File: src/rtl/key_event_tracker.sv
// PS/2 set-2 key event tracker: decodes make/break sequences for a table of
// keys, keeps held-key state with a voice limit, and queues press/release events.
module key_event_tracker #(
  parameter int NUM_KEYS = 12,
  parameter logic [NUM_KEYS*9-1:0] KEY_CODES = {
    9'h03B, 9'h03C, 9'h033, 9'h035, 9'h034, 9'h02C,
    9'h02B, 9'h023, 9'h024, 9'h01B, 9'h01D, 9'h01C},
  parameter int MODE       = 0,
  parameter int MAX_VOICES = 4,
  parameter int FIFO_DEPTH = 8,
  localparam int KW = (NUM_KEYS > 1) ? $clog2(NUM_KEYS) : 1,
  localparam int CW = $clog2(NUM_KEYS + 1)
) (
  input  logic                clock,
  input  logic                reset,
  input  logic                byte_received,
  input  logic [7:0]          newest_byte,
  output logic [NUM_KEYS-1:0] key_state,
  output logic [NUM_KEYS-1:0] key_out,
  output logic [CW-1:0]       active_count,
  output logic                evt_valid,
  input  logic                evt_ready,
  output logic [KW:0]         evt_data,
  output logic                overflow,
  input  logic                overflow_clr
);

  localparam int PW = $clog2(FIFO_DEPTH);

  typedef enum logic [1:0] {
    ST_MAKE      = 2'd0,
    ST_BREAK     = 2'd1,
    ST_SEC_MAKE  = 2'd2,
    ST_SEC_BREAK = 2'd3
  } state_t;

  state_t state, state_nxt;

  logic                is_prefix;
  logic                sec, brk;
  logic                hit;
  logic [KW-1:0]       hit_idx;
  logic [NUM_KEYS-1:0] key_nxt;
  logic                push;
  logic [KW:0]         push_data;

  // ---------------- decoder FSM ----------------
  always_ff @(posedge clock or posedge reset) begin
    if (reset) state <= ST_MAKE;
    else       state <= state_nxt;
  end

  always_comb begin
    state_nxt = state;
    if (byte_received) begin
      if (newest_byte == 8'hE0) begin
        state_nxt = ST_SEC_MAKE;
      end else if (newest_byte == 8'hF0) begin
        case (state)
          ST_MAKE:     state_nxt = ST_BREAK;
          ST_SEC_MAKE: state_nxt = ST_SEC_BREAK;
          default:     state_nxt = state;
        endcase
      end else begin
        state_nxt = ST_MAKE;
      end
    end
  end

  assign is_prefix = (newest_byte == 8'hE0) || (newest_byte == 8'hF0);
  assign sec       = (state == ST_SEC_MAKE) || (state == ST_SEC_BREAK);
  assign brk       = (state == ST_BREAK)    || (state == ST_SEC_BREAK);

  // Lowest matching index wins: later entries only considered while no hit yet.
  always_comb begin
    hit     = 1'b0;
    hit_idx = '0;
    for (int unsigned i = 0; i < NUM_KEYS; i++) begin
      if (!hit && KEY_CODES[9*i +: 8] == newest_byte && KEY_CODES[9*i+8] == sec) begin
        hit     = 1'b1;
        hit_idx = KW'(i);
      end
    end
  end

  // ---------------- key state and event generation ----------------
  always_comb begin
    key_nxt   = key_state;
    push      = 1'b0;
    push_data = '0;
    if (byte_received && !is_prefix && hit) begin
      if (!brk) begin
        if (!key_state[hit_idx] && active_count < CW'(MAX_VOICES)) begin
          key_nxt[hit_idx] = 1'b1;
          push             = 1'b1;
          push_data        = {1'b1, hit_idx};
        end
      end else if (key_state[hit_idx]) begin
        key_nxt[hit_idx] = 1'b0;
        push             = 1'b1;
        push_data        = {1'b0, hit_idx};
      end
    end
  end

  always_ff @(posedge clock or posedge reset) begin
    if (reset) key_state <= '0;
    else       key_state <= key_nxt;
  end

  always_comb begin
    active_count = '0;
    for (int unsigned i = 0; i < NUM_KEYS; i++)
      active_count = active_count + CW'(key_state[i]);
  end

  // Pulse modes register the edge from key_nxt so the pulse lands in the same
  // cycle that key_state first shows the new value.
  generate
    if (MODE == 1) begin : g_press
      always_ff @(posedge clock or posedge reset) begin
        if (reset) key_out <= '0;
        else       key_out <= key_nxt & ~key_state;
      end
    end else if (MODE == 2) begin : g_release
      always_ff @(posedge clock or posedge reset) begin
        if (reset) key_out <= '0;
        else       key_out <= ~key_nxt & key_state;
      end
    end else begin : g_hold
      assign key_out = key_state;
    end
  endgenerate

  // ---------------- event FIFO ----------------
  logic [KW:0]   mem [FIFO_DEPTH];
  logic [PW-1:0] wr_ptr, rd_ptr;
  logic [PW:0]   count;
  logic          full, pop, wr_en, drop;

  assign full  = (count == (PW+1)'(FIFO_DEPTH));
  assign pop   = evt_valid && evt_ready;
  assign wr_en = push && (!full || pop);
  assign drop  = push && full && !pop;

  assign evt_valid = (count != '0);
  assign evt_data  = mem[rd_ptr];

  always_ff @(posedge clock) begin
    if (wr_en) mem[wr_ptr] <= push_data;
  end

  always_ff @(posedge clock or posedge reset) begin
    if (reset) begin
      wr_ptr <= '0;
      rd_ptr <= '0;
      count  <= '0;
    end else begin
      if (wr_en) wr_ptr <= wr_ptr + 1'b1;
      if (pop)   rd_ptr <= rd_ptr + 1'b1;
      case ({wr_en, pop})
        2'b10:   count <= count + 1'b1;
        2'b01:   count <= count - 1'b1;
        default: count <= count;
      endcase
    end
  end

  always_ff @(posedge clock or posedge reset) begin
    if (reset)             overflow <= 1'b0;
    else if (drop)         overflow <= 1'b1;
    else if (overflow_clr) overflow <= 1'b0;
  end

endmodule

File: config.mk
export PLATFORM = sky130hd
export DESIGN_NAME = key_event_tracker
export DESIGN_NICKNAME = d
export VERILOG_FILES = /design/src/rtl/key_event_tracker.sv
export SDC_FILE = /design/constraint.sdc
export NUM_CORES = 1
export LEC_CHECK = 0
export ABC_AREA = 1
export CORE_MARGIN = 10
export CORE_UTILIZATION = 45
export DETAILED_ROUTE_END_ITERATION = 12
export GPL_ROUTABILITY_DRIVEN = 0
export PLACE_DENSITY = 0.67
export SLEW_MARGIN = 20
export SYNTH_ARGS = -nofsm -noshare
export SYNTH_HDL_FRONTEND = slang
export SYNTH_SLANG_ARGS = --single-unit
export TNS_END_PERCENT = 100
File: constraint.sdc
create_clock -name clock -period 6.2 [get_ports clock]
set_clock_uncertainty 0.05 [all_clocks]
set_input_delay 0.62 -clock clock [delete_from_list [all_inputs] [get_ports clock]]
set_output_delay 0.62 -clock clock [all_outputs]
set_load 0.005 [all_outputs]
-- After elaboration in Yosys (flattened, before gate mapping)
Memories as Yosys holds them, arrays and structs flattened.
Cells that the tools add are included.
- register bits: 25
- latch bits: 0
- memory bits (writable): 40
- bits in read-only memories: 0
- output and inout port bits: 35
- logic and storage cells: 154
- memories kept: 1
- memories (memory ; depth ; bits a word ; read ports ; clocked after memory_dff ; wr ports ; RTL line ; source):
    mem ; 8 ; 5 ; 1 ; 0 ; 1 ; 136 ; logic [KW:0] mem [FIFO_DEPTH];
- $add $sub $neg: 15
- multipliers: 0
- div/mod/pow operators: 0
- order comparisons: 3
- equal/unequal tests: 22
- shift operators: 0
- mux-type cells: 46
- bitwise operators: 4
- reduce and logical (&&, ||, !) cells: 57
- operators with widths (operator ; number):
    $eq 6x8->1 const A ; 9
    $mux 4 ; 11
    $mux 12 ; 3
    $add 4x1->4 ; 8
    $logic_and 1x1->1 ; 31
    $eq 5x8->1 const A ; 3
    $mux 1 ; 23
    $eq 8x8->1 const B ; 2
    $logic_not 1->1 ; 15
    $mux 5 ; 3
    $and 12x12->12 ; 1
    $not 12->12 ; 1
    $or 12x12->12 ; 1
    $pmux 4 s2 ; 1
    $add 3x1->3 const B ; 2
    $eq 2x2->1 const B ; 3
    $reduce_bool 2->1 ; 3
    $lt 4x5->1 const B ; 1
    $add 3x1->4 ; 1
    $add 4x1->4 const B ; 1
    $bmux 1 s4 ; 1
    $demux 1 s4 ; 1
    $eq 2x1->1 const B ; 2
    $eq 4x4->1 const B ; 1
    other kinds (15) ; 19

-- Depth between registers and ports, before layout
- depth in word-level cells: 59
- mapped depth: 28

-- Worst setup path after synthesis
No wires, ideal clock.
- path type: reg-to-reg
- start: reg (tool-made name)
- end: reg count[3]
- library setup time: 0.113 ns
- arrival time: 4.503 ns
- slack: 1.534 ns
- cell stages (with the launch flop): 26
- buffers on the path: 0
- period minus slack after synthesis: 4.666 ns
- path through: dfrtp_1 fa_1 inv_1 fa_1 fa_1 fa_1 inv_1 ha_1 inv_1 fa_1 xnor2_1 inv_1 nand3_1 nor2_1 nand2_2 nand2_4 nor2_4 ha_1 nand2_1 nand2_1 a31oi_1 o21ai_1 nand2_1 nand2_1 nand2_1 inv_1
- RTL lines (element ; RTL line ; source):
    end signal: assignment ; 162 ; 2'b10: count <= count + 1'b1;
    end signal: assignment ; 163 ; 2'b01: count <= count - 1'b1;
    end signal: assignment ; 164 ; default: count <= count;
    end: declaration ; 138 ; logic [PW:0] count;

==> run summary <==
HPWL Detailed -> 6760 um
Gr ovfl total -> 0
Post-CTS setup buffers -> 0
Worst slew pin tran -> 961 ps
Global-route wire length before repair -> 14700 um
Synthesized cell area -> 3950 um^2
Syn nets -> 483
CP endpoint kind -> flip-flop
Starting Density -> 45.7%
Die area -> 12900 um^2
Fraction of layout cells with a size suffix above 1 -> 12.1%
Nets@finish -> 518
Worst Path Buf+Inv -> 5
Slowest stage delay, CP -> 620 ps
Top Layer Used -> met4
VDD IR max -> 146 uV
Yosys Warn Count -> 0
Number of diodes -> 0
Multi-input logic area -> 1670 um^2
Power Density -> 293 nW/um^2
Critical Path Fanout Max -> 14
DR WL met2 -> 4460 um
Crit path max-delay family -> adder cells
Post-route DRC -> 0
Hold Path End -> count[3]
Final hold vios -> 0
Die height -> 114 um
Via density -> 5.06
FF+latch count, synth -> 65
Starting DRT DRC Count -> 132
Area grow syn2layout -> 16.5%
Slew Limit Headroom -> 35.5%
Cells after Synth -> 454
Clock Latency Late Sink -> 350 ps
GRT Overall Usage -> 14.0%
Clock slew at reported path FFs -> 80 ps
RR Endpoint -> mem[7][4]
Critical path class -> flip-flop to flip-flop
Final Critical Period -> 5100 ps
Row count -> 34
R2R setup slack -> 1100 ps
Status -> complete, no violations
Achievable Freq -> 0.196 GHz
Routed len/inst -> 14.6 um
Num CTS Buffers -> 9
Worst path depth -> 19
CTS tree -> yes
Remaining antenna violation count -> 0
CTS max path bufs -> 2
Slowest stage cell, crit path -> nor3_1
Drt total wl -> 8780 um
Yosys cell types -> 37
# hold bufs at CTS -> 0
RSZ-0062 raised after global routing -> false
Fin crit share -> 82.2%
Avg Cell Area, Syn -> 8.69 um^2
Max-cap viol count -> 0
Largest net degree at the start of global routing -> 26
Worst min-delay path startpoint -> count[3]
Width of the die -> 114 um
Cell count of the worst reg-to-reg path -> 19
Cts repair resizes -> 0
Core Footprint -> 8640 um^2
Clock sink total -> 65
TNS Setup -> 0 ps
Leakage -> 0.00206 uW
Final setup fails -> 0
Placed inst area -> 4400 um^2
CP startpoint kind -> flip-flop
Boundary Pins -> 48
Post-route design area -> 4600 um^2
Hold Crit Class -> flip-flop to flip-flop
H-tree depth -> 3
CP Data Required Time -> 6140 ps
Root Driver -> clkbuf_8
Vias in the first global route -> 3114
First-pass detailed-route iteration total -> 4
Register area -> 1830 um^2
Metal3 WL -> 487 um
Slew Limit Fails -> 0
Worst Hold Path Cells -> 3
Post-synthesis sequential area ratio -> 46.3%
Met1 wire length -> 3760 um
Fillers -> 821
Antenna violations before repair -> 0
Port bufs -> 47
Worst-path cell chain -> fa_1 -> inv_1 -> fa_1 -> fa_1 -> fa_1 -> inv_1 -> ha_1 -> inv_1 -> fa_1 -> xnor2_1 -> inv_1 -> nand3_1 -> nor2_1 -> nand2_2 -> nand2_4 -> nand2_4 -> inv_4 -> nand2_2 -> nor3_1
WP data arrival -> 5030 ps
Via Count -> 3044
Critical Path Most Common Cell -> fa_1
==> area by class of cell <==
cell class | count | share of cell area, %
clock buffer | 9 | 2.69
clock inverter | 7 | 1.69
inverter | 77 | 6.34
multi-input combinational | 289 | 36.4
sequential | 65 | 39.7
tap | 108 | 2.94
timing repair buffer | 47 | 10.2
==> per-stage QoR <==
step	std cells	worst slack [ps]	total power, uW	hold WS [ps]	utilization [%]
global placement	586	1270	981	508	50.9
finish	602	1100	1350	534	53.2
floorplan	454	1530	835	465	-
CTS	602	1060	1360	532	53.2
detailed placement	586	1070	992	515	50.9
global route	602	825	1450	558	53.2
==> cells in the mapped netlist <==
master    count  area, um^2
buf_6         1        11.3
nor2_2        6        37.5
dfrtp_1      25         626
nor2_4        4        45.0
o22ai_1       6        37.5
nand3_2       7        70.1
ha_1          8         100
inv_4         1        6.26
nand2_1      62         233
nand3b_1      1        7.51
nor3_1       14        70.1
a21oi_2       1        8.76
nand4_1       5        31.3
a21oi_1       3        15.0
buf_2         1        5.00
xnor2_1       2        17.5
nor2_1       65         244
xor2_1        3        26.3
fa_1          8         160
edfxtp_1     40        1200
clkbuf_1      7        26.3
o21ai_2       1        8.76
buf_4        13        97.6
a31oi_1       9        56.3
inv_1        68         255
inv_2         8        30.0
and2_1        1        6.26
nand3_1      30         150
o21ai_0      26         130
buf_8         1        15.0
o21ai_1      11        55.1
xor2_2        1        16.3
nand2_4       3        33.8
nor3_4        1        16.3
nor3_2        1        10.0
nand3_4       2        35.0
nand2_2       8        50.1
==> metal layers <==
metal  vias up  GRT usage [%]
li1       1534              -
met4         0           3.47
met1      1422           15.8
met2        80           25.0
met3         8           4.46
met5         -              0
==> logic make-up after synthesis <==
logic type,Yosys count,share of synthesized area [%]
xor gates and xnor gates,6,1.52
adders and majority gates,16,6.60
buffers and inverters,100,11.3
DFF,65,46.3
AOI/OAI and AO/OA,57,7.90
and+or+nand+nor,210,26.4
==> tightest hold or removal path: stages, from the launching register on <==
cell and delay [ps]:
dfrtp_1 370, nand3_1 80, nand2_1 70, inv_1 30
==> worst max-delay path by stage <==
stage / end
after floorplan: count[3]
after global placement: mem[7][0]
after CTS: mem[7][4]
final: mem[7][4]
after global routing: mem[7][4]
after detailed placement: mem[7][1]
==> cells in the final DEF (no fill, tap or decap), types with 2 or more instances in the layout <==
master	count
nand3_2	7
inv_6	2
nor2_4	4
o21ai_0	26
o22ai_1	6
edfxtp_1	40
dfrtp_1	25
a31oi_1	9
o21ai_1	11
xnor2_1	2
nor2_2	6
nand2_4	3
inv_2	8
inv_1	67
fa_1	8
nand3_4	2
nand2_1	62
nand3_1	30
xor2_1	3
clkdlybuf4s50_1	47
nand2_2	8
clkbuf_8	9
nand4_1	5
nor2_1	65
a21oi_1	3
clkinv_4	2
ha_1	8
nor3_1	14
==> where the power goes <==
group | total, uW | internal, uW | switching (uW)
clock | 369 | 189 | 180
combinational | 431 | 196 | 235
sequential | 547 | 488 | 59.3
Power figures use the tool's default switching activity.
